==> src/rtl/mem_stage_ctrl_if.sv <==
// Bundle of the EX->MEM, MEM<->data-memory and MEM->WB signals of the memory stage.
// slave: the stage controller. master: the surrounding pipeline/memory environment.
interface mem_stage_ctrl_if #(
   parameter int DATA_W    = 16,
   parameter int ADDR_W    = 16,
   parameter int PAYLOAD_W = 64,
   parameter int CNT_W     = 8
);
   // EX side
   logic                  in_valid;
   logic                  in_ready;
   logic [1:0]            in_op;
   logic                  in_byte;
   logic                  in_sext;
   logic [DATA_W-1:0]     in_alu;
   logic [DATA_W-1:0]     in_wdata;
   logic [PAYLOAD_W-1:0]  in_payload;
   // data-memory port
   logic                  mem_read;
   logic                  mem_write;
   logic [ADDR_W-1:0]     mem_addr;
   logic [DATA_W-1:0]     mem_wdata;
   logic [DATA_W/8-1:0]   mem_byte_enable;
   logic [DATA_W-1:0]     mem_rdata;
   logic                  mem_resp;
   // WB side and status
   logic                  out_valid;
   logic                  out_ready;
   logic [DATA_W-1:0]     out_result;
   logic [DATA_W-1:0]     out_alu;
   logic [PAYLOAD_W-1:0]  out_payload;
   logic                  stall;
   logic [CNT_W-1:0]      last_latency;

   modport slave (
      input  in_valid, in_op, in_byte, in_sext, in_alu, in_wdata, in_payload,
      input  mem_rdata, mem_resp, out_ready,
      output in_ready, mem_read, mem_write, mem_addr, mem_wdata, mem_byte_enable,
      output out_valid, out_result, out_alu, out_payload, stall, last_latency
   );

   modport master (
      output in_valid, in_op, in_byte, in_sext, in_alu, in_wdata, in_payload,
      output mem_rdata, mem_resp, out_ready,
      input  in_ready, mem_read, mem_write, mem_addr, mem_wdata, mem_byte_enable,
      input  out_valid, out_result, out_alu, out_payload, stall, last_latency
   );
endinterface

==> src/rtl/mem_stage_ctrl.sv <==
// LC-3b memory-stage controller: accepts one instruction from EX, runs the
// data-memory read/write handshake until mem_resp, and hands a registered
// result plus payload to WB over valid/ready. Supports byte loads/stores.
module mem_stage_ctrl #(
   parameter int DATA_W    = 16,
   parameter int ADDR_W    = 16,
   parameter int PAYLOAD_W = 64,
   parameter int CNT_W     = 8
) (
   input  logic            clk,
   input  logic            reset,
   mem_stage_ctrl_if.slave bus
);
   localparam int NB = DATA_W / 8;
   localparam logic [1:0] OP_LOAD  = 2'b01;
   localparam logic [1:0] OP_STORE = 2'b10;

   typedef enum logic [1:0] {IDLE, ACCESS, DONE} state_t;

   state_t                state_q, state_d;
   logic [1:0]            op_q, op_d;
   logic                  byte_q, byte_d;
   logic                  sext_q, sext_d;
   logic [DATA_W-1:0]     alu_q, alu_d;
   logic [PAYLOAD_W-1:0]  payload_q, payload_d;
   logic [DATA_W-1:0]     result_q, result_d;
   logic                  out_valid_q, out_valid_d;
   logic                  mem_read_q, mem_read_d;
   logic                  mem_write_q, mem_write_d;
   logic [ADDR_W-1:0]     mem_addr_q, mem_addr_d;
   logic [DATA_W-1:0]     mem_wdata_q, mem_wdata_d;
   logic [NB-1:0]         mem_be_q, mem_be_d;
   logic [CNT_W-1:0]      lat_q, lat_d;
   logic [CNT_W-1:0]      last_lat_q, last_lat_d;

   logic                  in_ready;
   logic                  accept;
   logic [7:0]            load_byte;
   logic [DATA_W-1:0]     load_val;

   // Accept from IDLE, or from DONE when WB drains the current result in the same edge.
   assign in_ready = (state_q == IDLE) | ((state_q == DONE) & bus.out_ready);
   assign accept   = bus.in_valid & in_ready;

   // Load result formatting: byte lane picked by address bit 0, then sign/zero extension.
   always_comb begin
      load_byte = alu_q[0] ? bus.mem_rdata[15:8] : bus.mem_rdata[7:0];
      if (byte_q)
         load_val = {{(DATA_W-8){sext_q & load_byte[7]}}, load_byte};
      else
         load_val = bus.mem_rdata;
   end

   // Next-state logic: retire/complete the current instruction, then let an accept override.
   always_comb begin
      state_d     = state_q;
      op_d        = op_q;
      byte_d      = byte_q;
      sext_d      = sext_q;
      alu_d       = alu_q;
      payload_d   = payload_q;
      result_d    = result_q;
      out_valid_d = out_valid_q;
      mem_read_d  = mem_read_q;
      mem_write_d = mem_write_q;
      mem_addr_d  = mem_addr_q;
      mem_wdata_d = mem_wdata_q;
      mem_be_d    = mem_be_q;
      lat_d       = lat_q;
      last_lat_d  = last_lat_q;

      case (state_q)
         ACCESS: begin
            if (bus.mem_resp) begin
               mem_read_d  = 1'b0;
               mem_write_d = 1'b0;
               mem_be_d    = '0;
               result_d    = (op_q == OP_LOAD) ? load_val : alu_q;
               last_lat_d  = lat_q;
               out_valid_d = 1'b1;
               state_d     = DONE;
            end else if (lat_q != '1) begin
               lat_d = lat_q + CNT_W'(1);
            end
         end
         DONE: begin
            if (bus.out_ready) begin
               out_valid_d = 1'b0;
               state_d     = IDLE;
            end
         end
         default: ;
      endcase

      if (accept) begin
         op_d      = bus.in_op;
         byte_d    = bus.in_byte;
         sext_d    = bus.in_sext;
         alu_d     = bus.in_alu;
         payload_d = bus.in_payload;
         if (bus.in_op == OP_LOAD || bus.in_op == OP_STORE) begin
            state_d     = ACCESS;
            out_valid_d = 1'b0;
            mem_read_d  = (bus.in_op == OP_LOAD);
            mem_write_d = (bus.in_op == OP_STORE);
            // Both word and byte accesses go out on the word-aligned address.
            mem_addr_d  = {bus.in_alu[ADDR_W-1:1], 1'b0};
            if (bus.in_byte) begin
               mem_be_d    = {{(NB-1){1'b0}}, 1'b1} << bus.in_alu[0];
               mem_wdata_d = {NB{bus.in_wdata[7:0]}};
            end else begin
               mem_be_d    = '1;
               mem_wdata_d = bus.in_wdata;
            end
            lat_d = CNT_W'(1);
         end else begin
            // op none (and the unused encoding 11) completes in one cycle
            state_d     = DONE;
            out_valid_d = 1'b1;
            result_d    = bus.in_alu;
         end
      end
   end

   // State and registered outputs; async reset drops any in-flight access at once.
   always_ff @(posedge clk or posedge reset) begin
      if (reset) begin
         state_q     <= IDLE;
         op_q        <= 2'b00;
         byte_q      <= 1'b0;
         sext_q      <= 1'b0;
         alu_q       <= '0;
         payload_q   <= '0;
         result_q    <= '0;
         out_valid_q <= 1'b0;
         mem_read_q  <= 1'b0;
         mem_write_q <= 1'b0;
         mem_addr_q  <= '0;
         mem_wdata_q <= '0;
         mem_be_q    <= '0;
         lat_q       <= '0;
         last_lat_q  <= '0;
      end else begin
         state_q     <= state_d;
         op_q        <= op_d;
         byte_q      <= byte_d;
         sext_q      <= sext_d;
         alu_q       <= alu_d;
         payload_q   <= payload_d;
         result_q    <= result_d;
         out_valid_q <= out_valid_d;
         mem_read_q  <= mem_read_d;
         mem_write_q <= mem_write_d;
         mem_addr_q  <= mem_addr_d;
         mem_wdata_q <= mem_wdata_d;
         mem_be_q    <= mem_be_d;
         lat_q       <= lat_d;
         last_lat_q  <= last_lat_d;
      end
   end

   assign bus.in_ready        = in_ready;
   assign bus.mem_read        = mem_read_q;
   assign bus.mem_write       = mem_write_q;
   assign bus.mem_addr        = mem_addr_q;
   assign bus.mem_wdata       = mem_wdata_q;
   assign bus.mem_byte_enable = mem_be_q;
   assign bus.out_valid       = out_valid_q;
   assign bus.out_result      = result_q;
   assign bus.out_alu         = alu_q;
   assign bus.out_payload     = payload_q;
   assign bus.stall           = (state_q == ACCESS) | ((state_q == DONE) & ~bus.out_ready);
   assign bus.last_latency    = last_lat_q;
endmodule

==> src/flat_wrapper.sv <==
// flat-port wrapper written by rule: the top's interface ports become plain ports
module mem_stage_ctrl_flat 
#(
   parameter int DATA_W    = 16,
   parameter int ADDR_W    = 16,
   parameter int PAYLOAD_W = 64,
   parameter int CNT_W     = 8
)
  (clk, reset, bus_in_valid, bus_in_op, bus_in_byte, bus_in_sext, bus_in_alu, bus_in_wdata, bus_in_payload, bus_mem_rdata, bus_mem_resp, bus_out_ready, bus_in_ready, bus_mem_read, bus_mem_write, bus_mem_addr, bus_mem_wdata, bus_mem_byte_enable, bus_out_valid, bus_out_result, bus_out_alu, bus_out_payload, bus_stall, bus_last_latency);
  mem_stage_ctrl_if #(.DATA_W(DATA_W), .ADDR_W(ADDR_W), .PAYLOAD_W(PAYLOAD_W), .CNT_W(CNT_W)) bus_i ();
  input  logic clk;
  input  logic reset;
  input wire logic [$bits(bus_i.in_valid)-1:0] bus_in_valid;
  input wire logic [$bits(bus_i.in_op)-1:0] bus_in_op;
  input wire logic [$bits(bus_i.in_byte)-1:0] bus_in_byte;
  input wire logic [$bits(bus_i.in_sext)-1:0] bus_in_sext;
  input wire logic [$bits(bus_i.in_alu)-1:0] bus_in_alu;
  input wire logic [$bits(bus_i.in_wdata)-1:0] bus_in_wdata;
  input wire logic [$bits(bus_i.in_payload)-1:0] bus_in_payload;
  input wire logic [$bits(bus_i.mem_rdata)-1:0] bus_mem_rdata;
  input wire logic [$bits(bus_i.mem_resp)-1:0] bus_mem_resp;
  input wire logic [$bits(bus_i.out_ready)-1:0] bus_out_ready;
  output wire logic [$bits(bus_i.in_ready)-1:0] bus_in_ready;
  output wire logic [$bits(bus_i.mem_read)-1:0] bus_mem_read;
  output wire logic [$bits(bus_i.mem_write)-1:0] bus_mem_write;
  output wire logic [$bits(bus_i.mem_addr)-1:0] bus_mem_addr;
  output wire logic [$bits(bus_i.mem_wdata)-1:0] bus_mem_wdata;
  output wire logic [$bits(bus_i.mem_byte_enable)-1:0] bus_mem_byte_enable;
  output wire logic [$bits(bus_i.out_valid)-1:0] bus_out_valid;
  output wire logic [$bits(bus_i.out_result)-1:0] bus_out_result;
  output wire logic [$bits(bus_i.out_alu)-1:0] bus_out_alu;
  output wire logic [$bits(bus_i.out_payload)-1:0] bus_out_payload;
  output wire logic [$bits(bus_i.stall)-1:0] bus_stall;
  output wire logic [$bits(bus_i.last_latency)-1:0] bus_last_latency;
  assign bus_i.in_valid = bus_in_valid;
  assign bus_i.in_op = bus_in_op;
  assign bus_i.in_byte = bus_in_byte;
  assign bus_i.in_sext = bus_in_sext;
  assign bus_i.in_alu = bus_in_alu;
  assign bus_i.in_wdata = bus_in_wdata;
  assign bus_i.in_payload = bus_in_payload;
  assign bus_i.mem_rdata = bus_mem_rdata;
  assign bus_i.mem_resp = bus_mem_resp;
  assign bus_i.out_ready = bus_out_ready;
  assign bus_in_ready = bus_i.in_ready;
  assign bus_mem_read = bus_i.mem_read;
  assign bus_mem_write = bus_i.mem_write;
  assign bus_mem_addr = bus_i.mem_addr;
  assign bus_mem_wdata = bus_i.mem_wdata;
  assign bus_mem_byte_enable = bus_i.mem_byte_enable;
  assign bus_out_valid = bus_i.out_valid;
  assign bus_out_result = bus_i.out_result;
  assign bus_out_alu = bus_i.out_alu;
  assign bus_out_payload = bus_i.out_payload;
  assign bus_stall = bus_i.stall;
  assign bus_last_latency = bus_i.last_latency;
  mem_stage_ctrl #(.DATA_W(DATA_W), .ADDR_W(ADDR_W), .PAYLOAD_W(PAYLOAD_W), .CNT_W(CNT_W)) u_core (.clk(clk), .reset(reset), .bus(bus_i));
endmodule
==> config.mk <==
export PLATFORM = sky130hd
export DESIGN_NAME = mem_stage_ctrl_flat
export DESIGN_NICKNAME = d
export VERILOG_FILES = /design/src/rtl/mem_stage_ctrl_if.sv /design/src/rtl/mem_stage_ctrl.sv /design/src/flat_wrapper.sv
export SDC_FILE = /design/constraint.sdc
export NUM_CORES = 1
export LEC_CHECK = 0
export BUFFER_PORTS_ARGS = -buffer_cell sky130_fd_sc_hd__buf_2
export CELL_PAD_IN_SITES_DETAIL_PLACEMENT = 1
export CELL_PAD_IN_SITES_GLOBAL_PLACEMENT = 1
export CORE_ASPECT_RATIO = 1.5
export CORE_MARGIN = 2
export CORE_UTILIZATION = 30
export CTS_BUF_LIST = sky130_fd_sc_hd__clkbuf_8 sky130_fd_sc_hd__clkbuf_16
export DETAILED_ROUTE_END_ITERATION = 6
export PLACE_DENSITY = 0.69
export SLEW_MARGIN = 20
export SYNTH_ARGS = -nofsm -noshare
export SYNTH_HDL_FRONTEND = slang
export SYNTH_SLANG_ARGS = --single-unit
==> constraint.sdc <==
create_clock -name clk -period 5.4 [get_ports clk]
set_input_delay 1.35 -clock clk [delete_from_list [all_inputs] [get_ports clk]]
set_output_delay 1.35 -clock clk [all_outputs]
set_load 0.03 [all_outputs]
======== Word-level counts from Yosys, hierarchy flattened ========
Cells that the tools add are included.
storage, ports and cells
  input port bits ......................... 121
  output and inout port bits .............. 143
  bits in registers ....................... 154
cells by class
  equality and inequality tests ........... 8
  bitwise logic cells ..................... 7
  mux-type cells .......................... 36
  shifts and indexed selects .............. 1
  $add $sub $neg .......................... 1
  reductions and logical operators ........ 6
operators by type and width
  cell                                                    count
  two-way mux 16 bit                                      7
  two-way mux 8 bit                                       6
  two-way mux 2 bit                                       9
  two-way mux 1 bit                                       12
  adder 8 x 1 -> 8 bit (second input constant)            1
  inequality test 8 bit (second input constant)           1
  equality test 2 x 1 -> 1 bit (second input constant)    3
  inequality test 3 x 2 -> 1 bit (second input constant)  2
  AND 1 bit                                               4
  equality test 2 bit (second input constant)             2
  one-hot mux 2 bit (2 select lines)                      1
  AND reduction 2 bit                                     2
  AND reduction 3 bit                                     1
  nonzero test 3 bit                                      1
  zero test 2 bit                                         1
  bitwise OR 1 bit                                        2
  one-hot mux 1 bit (2 select lines)                      1
  << shifter 1 x 1 -> 2 bit (first input constant)        1
  logical OR 1 bit                                        1
  NOT 1 bit                                               1

======== Logic depth before layout (Yosys ltp) ========
  word-level depth ........................ 8
  depth in mapped cells ................... 8

======== Worst setup path before layout ========
Ideal clock, no wire load.
  kind .................................... in2out
  from .................................... input port bus_out_ready
  to ...................................... output port bus_stall
  stages .................................. 2
  required time ........................... 4.050 ns
  arrival time ............................ 1.728 ns
  slack ................................... 2.322 ns
  path through ............................ nand2b_1 -> nand2b_1
between the ends
  longest elaborated chain between the ends .. 3
ends and longest elaborated chain
  item              RTL line               text
  from (decl)       flat_wrapper.sv:22     input wire logic [$bits(bus_i.out_ready)-1:0] bus_out_ready;
  NOT 1 bit         mem_stage_ctrl.sv:172  assign bus.stall = (state_q == ACCESS) | ((state_q == DONE) & ~bus.out_ready);
  AND 1 bit         mem_stage_ctrl.sv:172
  bitwise OR 1 bit  mem_stage_ctrl.sv:172
  to (decl)         flat_wrapper.sv:33     output wire logic [$bits(bus_i.stall)-1:0] bus_stall;
No other way between the ends.

======== Worst setup path in the final report ========
Same ends and word-level chain as after synthesis.

==> impl_metrics.toml <==
[synthesis]
synth_edf_count = 0
syn-cell-area_um2 = 6491
post_synth.cell_area_avg_um2 = 13.01
synth_cells = 499
async_flop_share = 1.000
ys_seq_elements = 153
ys_warn_count = 0
synth_ff_type = "dfrtp_1"
ys_seq_area_frac = 0.5898
syn-num-nets = 626
netlist-cell-type-count = 39

[sta]
hold_viol_final = 0
fin_tns_setup_ps = 0
rsz0062_at_grt = "no"
fin_crit_ps = 3251
slew_headroom = 0.4956
worstMarginPinSlew_ps = 756.6
finalCritPeriodShare = 0.6019
slew_violations = 0
clock_skew_ps = 7.627
finalSetupViolCount = 0
timing.fmax_mhz = 307.6

[pwr]
power.total_mw = 6.088
switching_share = 0.4365
seqPwrFrac = 0.331
p_sw_mw = 2.657
p_leak_nw = 4.274
peakVddDrop_uv = 261.7
internal-power_mw = 3.430
power.clock.fraction = 0.200
powerDensity_nw_per_um2 = 703.6
power_frac_comb = 0.469

[global_routing]
grt_pass1_vias = 5524
grt_pass1_wl_um = 29280
antenna_found_initial = 1
overflow = 0
grt_use_total = 0.1704
grt_max_degree = 133

[floorplanning]
io_pins = 264
die_w_um = 124.1
die_y_um = 184.2
initial_core_util = 0.3070
coreArea_um2 = 21150
dieArea_um2 = 22850
core.rowCount = 65

[drt]
drc = 0
avgViaCountPerCell = 4.829
drtIter0Drc = 196
wire_per_inst_um = 18.45
routed_wl_um = 19190
postRouteAntennaNets = 0
num_vias = 5022
drt_pass1_iterations = 4

[setup_path]
critical_path_class = "in2out"
ff2ff_path_depth = 5
worstPathArrival_ps = 1900
crit_fanout = 3
end_kind = "output port"
cp.required_ps = 4050
startpoint_type = "primary input"

[cts]
cts-resized-gates = 0
cts_inserted_buffers = 17
clockRootBuffer = "clkbuf_16"
htreeDepth = 4
path_clk_slew_ps = 60
cts_setup_buffers = 0
clock_latency_ps = 430
cts_buffer_depth = 2
clock-sinks = 153
cts_tree = "built"
hold_buffers = 0

[place]
place_congestion = 0.7368
hpwlAfterDp_um = 14000
numPortBuffers = 262

[final_layout]
fin_nets = 885
final_cell_mix = "buf_2 (262), dfrtp_1 (153), mux2_2 (87)"
area_growth_pct = 33.29
fillers = 2414
drive_gt1_frac = 0.5266
final_common_cell = "buf_2"

[outcome]
status = "finished, final reports clean"

[worst_hold_path]
min-delay-path-class = "reg2reg"
hold_depth = 2

[flow_run]
cap_violations = 0
==> logic make-up (layout without fill, tap and decap cells) <==
family / after synthesis / in the layout / share of synthesized area
flip-flops: 153 / 153 / 0.5898
other: 1 / 2 / 0.0005777
AO/OA/AOI/OAI: 61 / 61 / 0.06535
AND/OR/NAND/NOR: 118 / 118 / 0.08115
adder cells (fa/ha/maj): 6 / 6 / 0.01156
buffers and inverters: 34 / 306 / 0.02776
XOR/XNOR: 2 / 2 / 0.002699
multiplexers: 124 / 124 / 0.2211
==> final cells by class <==
cell class                 instances  area (µm²)  area share
antenna                            1       2.502   0.0002892
inverter                           6       26.28    0.003037
multi-input combinational        312        2494      0.2882
timing repair buffer             268        1369      0.1582
sequential                       153        3829      0.4425
clock inverter                    14       157.7     0.01822
tap                              268       335.3     0.03876
clock buffer                      18       439.2     0.05076
==> state kept, by name, indices dropped and copies added (netlist names) <==
| signal | flops |
|---|---|
| u_core.bus.mem_wdata | 16 |
| u_core.op_q | 2 |
| u_core.bus.mem_addr | 15 |
| u_core.sext_q | 1 |
| u_core.bus.last_latency | 8 |
| u_core.bus.mem_byte_enable | 2 |
| u_core.bus.out_alu | 16 |
| u_core.bus.mem_write | 1 |
| u_core.lat_q | 8 |
| u_core.bus.out_payload | 64 |
| u_core.bus.mem_read | 1 |
| u_core.byte_q | 1 |
| u_core.state_q | 2 |
| u_core.bus.out_result | 16 |
==> critical path, cell delays in order <==
cell and delay [ps]:
buf_2 120, nand2b_1 150, nand2b_1 80, buf_2 190
==> cell usage after synthesis (4+ instances only) <==
master / n / area, µm²
dfrtp_1: 153 / 3829
mux2_2: 87 / 979.7
nand2_1: 57 / 214.0
nor2_1: 23 / 86.33
mux2i_1: 20 / 200.2
mux2_4: 17 / 255.2
buf_2: 15 / 75.07
nand3_1: 14 / 70.07
a21oi_1: 11 / 55.05
a31oi_1: 11 / 68.82
nor2b_1: 10 / 62.56
o221ai_1: 9 / 78.83
o2111ai_1: 8 / 70.07
o21a_1: 8 / 60.06
clkbuf_1: 7 / 26.28
o21ai_0: 7 / 35.03
ha_1: 6 / 75.07
inv_1: 6 / 22.52
buf_6: 4 / 45.04
nand2b_1: 4 / 25.02
==> final timing paths <==
check,start,to,slack [ps]
setup / recovery,bus_out_ready,bus_stall,2150
hold / removal,u_core.bus.last_latency[1],u_core.bus.last_latency[1],470
setup reg to reg,u_core.state_q[1],u_core.bus.out_payload[32],2840
hold reg to reg,u_core.bus.last_latency[1],u_core.bus.last_latency[1],470
max in group asynchronous,reset,u_core.bus.mem_addr[5],3330
min in group asynchronous,reset,u_core.bus.out_payload[31],960
==> power by group through the flow <==
stage                     combinational (mW)  sequential [mW]  clock [mW]
after floorplan                        0.993             3.02           0
after global placement                  2.83             2.01           0
after detailed placement                2.89             2.04           0
after CTS                               2.89             2.02        1.26
after global routing                    3.04             2.09        1.30
final                                   2.85             2.01        1.22
==> through the flow <==
step                hold slack, ps  instance area (µm²)  instances    util  setup WS (ps)
finish                       472.8                 8652       1040  0.4092           2149
global route                 509.6                 8652       1040  0.4092           2123
CTS                          477.2                 8650       1039  0.4091           2137
detailed placement           462.3                 8053       1007  0.3808           2008
global placement             456.6                 8050       1007  0.3807           2047
floorplan                    463.5                 6495        499       -           2119
==> metal layers <==
layer	up-vias	global-route usage	wire length, µm
met1	2517	0.1806	6893
met5	-	0	0
met2	194	0.2984	10280
li1	2275	-	-
met3	36	0.05600	1361
met4	0	0.08360	656
Note: power is estimated with default switching activity, not from simulation.
